--- src/rtl/uart_tx_param.sv ---
// Parametrised UART transmitter with a small transmit FIFO; frames leave back-to-back while data is queued.
// Optional parity bit (port par_odd, PARITY state) is built in when UART_TX_PARITY_EN is defined.
module uart_tx_param #(
  parameter int DATA_BITS  = 8,
  parameter int BAUD_DIV   = 2604,
  parameter int STOP_BITS  = 1,
  parameter int FIFO_DEPTH = 4
) (
  input  logic                              clk,
  input  logic                              rst_n,
  input  logic                              tx_start,
  input  logic [DATA_BITS-1:0]              tx_data,
`ifdef UART_TX_PARITY_EN
  input  logic                              par_odd,
`endif
  output logic                              tx_rdy,
  output logic [$clog2(FIFO_DEPTH+1)-1:0]   fifo_cnt,
  output logic                              tx_busy,
  output logic                              tx
);

  localparam int AW = $clog2(FIFO_DEPTH);
  localparam int CW = $clog2(FIFO_DEPTH+1);
  localparam int DW = $clog2(BAUD_DIV);
  localparam int BW = $clog2(DATA_BITS+1);

  typedef enum logic [2:0] {
    S_IDLE,
    S_START,
    S_DATA,
`ifdef UART_TX_PARITY_EN
    S_PARITY,
`endif
    S_STOP
  } state_t;

  // ---------------- transmit FIFO ----------------
  logic [DATA_BITS-1:0] mem [FIFO_DEPTH];
  logic [AW-1:0]        wr_ptr_reg, rd_ptr_reg;
  logic [CW-1:0]        cnt_reg;
  logic                 push, pop;
  logic [DATA_BITS-1:0] head;

  assign tx_rdy   = (cnt_reg != CW'(FIFO_DEPTH));
  assign push     = tx_start && tx_rdy;
  assign fifo_cnt = cnt_reg;
  assign head     = mem[rd_ptr_reg];

  always_ff @(posedge clk) begin
    if (push) mem[wr_ptr_reg] <= tx_data;
  end

  always_ff @(posedge clk or negedge rst_n) begin
    if (!rst_n) begin
      wr_ptr_reg <= '0;
      rd_ptr_reg <= '0;
      cnt_reg    <= '0;
    end else begin
      if (push) wr_ptr_reg <= wr_ptr_reg + 1'b1;
      if (pop)  rd_ptr_reg <= rd_ptr_reg + 1'b1;
      case ({push, pop})
        2'b10:   cnt_reg <= cnt_reg + 1'b1;
        2'b01:   cnt_reg <= cnt_reg - 1'b1;
        default: cnt_reg <= cnt_reg;
      endcase
    end
  end

  // ---------------- frame FSM ----------------
  state_t               state_reg, state_next;
  logic [DW-1:0]        baud_reg, baud_next;
  logic [BW-1:0]        bit_reg, bit_next;
  logic [DATA_BITS-1:0] shift_reg, shift_next;
  logic                 tx_reg, tx_next;
  logic                 busy_reg;
  logic                 tick;

`ifdef UART_TX_PARITY_EN
  logic par_reg, par_next;
  logic head_par;
  // par_odd is folded in at pop so later changes cannot disturb a frame in flight
  assign head_par = (^head) ^ par_odd;
`endif

  assign tick    = (baud_reg == DW'(BAUD_DIV-1));
  assign tx      = tx_reg;
  assign tx_busy = busy_reg;

  always_comb begin
    state_next = state_reg;
    baud_next  = baud_reg;
    bit_next   = bit_reg;
    shift_next = shift_reg;
    tx_next    = 1'b1;
    pop        = 1'b0;
`ifdef UART_TX_PARITY_EN
    par_next   = par_reg;
`endif
    if (state_reg != S_IDLE) baud_next = tick ? '0 : baud_reg + 1'b1;

    case (state_reg)
      S_IDLE: begin
        if (cnt_reg != '0) begin
          pop        = 1'b1;
          shift_next = head;
`ifdef UART_TX_PARITY_EN
          par_next   = head_par;
`endif
          baud_next  = '0;
          bit_next   = '0;
          state_next = S_START;
        end
      end
      S_START: begin
        tx_next = 1'b0;
        if (tick) begin
          bit_next   = '0;
          state_next = S_DATA;
        end
      end
      S_DATA: begin
        tx_next = shift_reg[0];
        if (tick) begin
          shift_next = shift_reg >> 1;
          if (bit_reg == BW'(DATA_BITS-1)) begin
            bit_next = '0;
`ifdef UART_TX_PARITY_EN
            state_next = S_PARITY;
`else
            state_next = S_STOP;
`endif
          end else begin
            bit_next = bit_reg + 1'b1;
          end
        end
      end
`ifdef UART_TX_PARITY_EN
      S_PARITY: begin
        tx_next = par_reg;
        if (tick) state_next = S_STOP;
      end
`endif
      S_STOP: begin
        tx_next = 1'b1;
        if (tick) begin
          if (bit_reg == BW'(STOP_BITS-1)) begin
            bit_next = '0;
            // chain straight into the next start bit when more data is waiting
            if (cnt_reg != '0) begin
              pop        = 1'b1;
              shift_next = head;
`ifdef UART_TX_PARITY_EN
              par_next   = head_par;
`endif
              state_next = S_START;
            end else begin
              state_next = S_IDLE;
            end
          end else begin
            bit_next = bit_reg + 1'b1;
          end
        end
      end
      default: state_next = S_IDLE;
    endcase
  end

  always_ff @(posedge clk or negedge rst_n) begin
    if (!rst_n) begin
      state_reg <= S_IDLE;
      baud_reg  <= '0;
      bit_reg   <= '0;
      shift_reg <= '0;
      tx_reg    <= 1'b1;
      busy_reg  <= 1'b0;
`ifdef UART_TX_PARITY_EN
      par_reg   <= 1'b0;
`endif
    end else begin
      state_reg <= state_next;
      baud_reg  <= baud_next;
      bit_reg   <= bit_next;
      shift_reg <= shift_next;
      tx_reg    <= tx_next;
      busy_reg  <= (state_next != S_IDLE);
`ifdef UART_TX_PARITY_EN
      par_reg   <= par_next;
`endif
    end
  end

endmodule

--- config.mk ---
export PLATFORM = sky130hd
export DESIGN_NAME = uart_tx_param
export DESIGN_NICKNAME = d
export VERILOG_FILES = /design/src/rtl/uart_tx_param.sv
export SDC_FILE = /design/constraint.sdc
export NUM_CORES = 1
export LEC_CHECK = 0
export BUFFER_PORTS_ARGS = -buffer_cell sky130_fd_sc_hd__clkbuf_2
export CAP_MARGIN = 25
export CORE_ASPECT_RATIO = 0.75
export CORE_MARGIN = 4
export CORE_UTILIZATION = 40
export DETAILED_ROUTE_END_ITERATION = 10
export PLACE_DENSITY = 0.58
export SKIP_LAST_GASP = 1
export SYNTH_ARGS = -nofsm -noshare
export SYNTH_HDL_FRONTEND = slang
export SYNTH_SLANG_ARGS = --single-unit
--- constraint.sdc ---
create_clock -name clk -period 2.5 [get_ports clk]
set_clock_uncertainty 0.2 [all_clocks]
set_input_delay 0 -clock clk [delete_from_list [all_inputs] [get_ports clk]]
set_output_delay 0 -clock clk [all_outputs]
set_load 0.02 [all_outputs]
==> results.md <==
- Outcome: complete, but fails checks
- Failing checks: hold timing, setup timing
- Worst-margin pin slew: 0.620 ns
- Die height: 86.1 um
- Inserted Diodes: 0
- CP Class: flip-flop to flip-flop
- Initial DRC count: 104
- Num ports: 17
- Final nets: 331
- Number of setup violations in the final report: 1
- Placeable Area: 7880 um2
- Max VDD drop: 0.583 mV
- Most frequent cells in the layout: 35 x dfrtp_1, 32 x edfxtp_1, 27 x buf_4
- Worst-path clk slew: 0.07 ns
- Initial Utilization: 41.2%
- Post-route DRC violation count: 0
- Worst hold path class: primary input to asynchronous set/reset pin
- Clock Latency Late Sink: 0.35 ns
- RSZ-0062 raised after global routing: true
- CTS tree: yes
- PD cells: 905 nW/um2
- Global-route wire length before repair: 11,100 um
- Synth-to-layout area growth: 22.0%
- Post-Route WL: 6860 um
- Vias per inst: 5.35
- R2r setup slk: -0.08 ns
- Vias: 2,246
- Fmax: 387 MHz
- Placed Cells: 393
- Top cell type's share of synthesized area: 29.6%
- CP max FO: 2
- Layout fillers: 687
- Clock root cell: clkbuf_8
- Period utilization: 103%
- Final hold viol count: 17
- Non-Filler Instances: 420
- Critical path startpoint category: flip-flop
- Pre-CTS setup slack: -0.140 ns
- Synth top area cells: edfxtp_1 30%, dfrtp_1 27%, mux4_2 5.5%
- Worst EP required: 2.57 ns
- Synth warn: 0
- PortBufs: 16
- Number of synthesized flops with an enable pin: 32
- GRT Overall Usage: 15.0%
- Clock Sinks: 68
- Max FFs per register: 32
- Post-synth top flop: dfrtp_1
- Beginning of the critical path: bit_reg[0]
- Vias in the first global route: 2,199
- Post-synthesis sequential area ratio: 57.3%
- Die Span X: 112 um
- Power Total: 3.59 mW
- Initial antenna violation count: 0
- Area leader, netlist: edfxtp_1
- FF-to-FF path depth: 12
- Slew headroom: 58.6%
- Synthesized area: 3250 um2
- Synth Register Bits: 68
- MaxCap Viol Count: 0
- Routed Antenna Nets: 0
- Row cnt: 28
- Final Util: 50.3%
- Num CTS Buffers: 9
- Pre-Repair DR Iteration Count: 4
- Async SR Flop Fraction: 52.9%
- DR WL/cell: 16.3 um
- GR Overflow Total: 0
- Reg2reg start: bit_reg[0]
- Min Clock Period, post-route: 2.58 ns
- CTS H-tree lvls: 3
- Post-synthesis instance total: 252
- Total die area: 9640 um2
- CP Capture Type: flip-flop
- Worst hold slack: -0.0174 ns
- Syn avg cell area: 12.9 um2
- Final setup margin: -0.0821 ns
- Layout cells sized above 1: 28.3%
- CP Capture Point: fifo_cnt[2]
- Most common cell after layout, fill and taps aside: dfrtp_1
- Post-DP HPWL: 4630 um
- Largest net degree at the start of global routing: 37
- Arr. time, crit path: 2.65 ns
- Routability-driven placement congestion ratio: 0.796
- Unique masters post-synth: 54
- Syn nets: 272
- Crit Reg-Reg Endpoint: fifo_cnt[2]
- Final Slew Violations: 0
- Clk buf depth: 2
- Leakage: 1.58 nW
## worst max-delay path, cell delays in order, from the launching register on
cell	delay, ns
dfrtp_1	0.40
inv_2	0.08
ha_4	0.13
or3b_4	0.39
nor2_4	0.11
nand2_2	0.07
a21oi_2	0.15
ha_2	0.20
inv_2	0.04
fa_2	0.33
xor2_1	0.14
nor2_1	0.11
xor2_1	0.14
## metal layers
metal	wire length [um]	vias to the layer above	GRT usage [%]
met5	0	-	0
met4	48	0	4.37
met3	362	2	5.57
met2	2900	51	20.6
met1	3550	1105	22.1
li1	-	1088	-
## where the power goes
group / internal (mW) / switching [mW] / leakage, nW
Combinational: 0.560 / 0.564 / 0.753
Clock: 0.353 / 0.425 / 0.0811
Sequential: 1.46 / 0.227 / 0.741
## metrics by stage
step	setup TNS [ns]	area [um2]
floorplan	-0.0511	3260
global placement	-0.0844	3640
detailed placement	-0.143	3640
CTS	-0.0857	3920
global route	-0.327	3960
finish	-0.0821	3960
## what timing repair did
action,CTS,global route
hold buffers,10,0
buffers inserted,1,0
setup endpoints to repair,2,2
endpoints found under the hold margin,69,0
resized for setup,2,4
pin swaps,4,0
## cell usage after synthesis, types with 4 or more instances
master      n
o22ai_1     9
o21ai_0     7
ha_1        8
a2bb2oi_1   7
edfxtp_1   32
a31oi_1     7
nand3_1     9
nor3_1      6
nand2_1    13
nor2_1     11
buf_2       4
inv_1      13
and3_1      5
dfrtp_1    35
mux4_2      8
xnor2_1     5
a21oi_1     9
## cell type report
class                   count  area, um2  area share, %
clock buffers               9        124           3.13
flip-flops and latches     68       1860           47.0
multi-input cells         165       1340           33.9
repair buffers             54        410           10.4
well taps                 105        131           3.31
clock inverters             6       42.5           1.07
inverters                  13       48.8           1.23
## worst min-delay path by stage
stage / endpoint / slack (ns) / cells after the start
4_1_cts: baud_reg[8] / 0.17 / 2
3_3_place_gp: bit_reg[2] / 0.007 / 1
2_1_floorplan: baud_reg[0] / -0.50 / 0
5_1_grt: baud_reg[2] / 0.007 / 2
6_report: baud_reg[2] / -0.02 / 2
3_5_place_dp: bit_reg[2] / 0.02 / 1
## cell families after synthesis
family / share of synthesized area, %
multiplexers: 6.55
XOR/XNOR: 2.16
buffers and inverters: 2.35
adder cells (fa/ha/maj): 3.70
other: 0.115
flip-flops: 57.3
AO/OA/AOI/OAI: 13.6
AND/OR/NAND/NOR: 14.2
(Power assumes the default switching activity.)
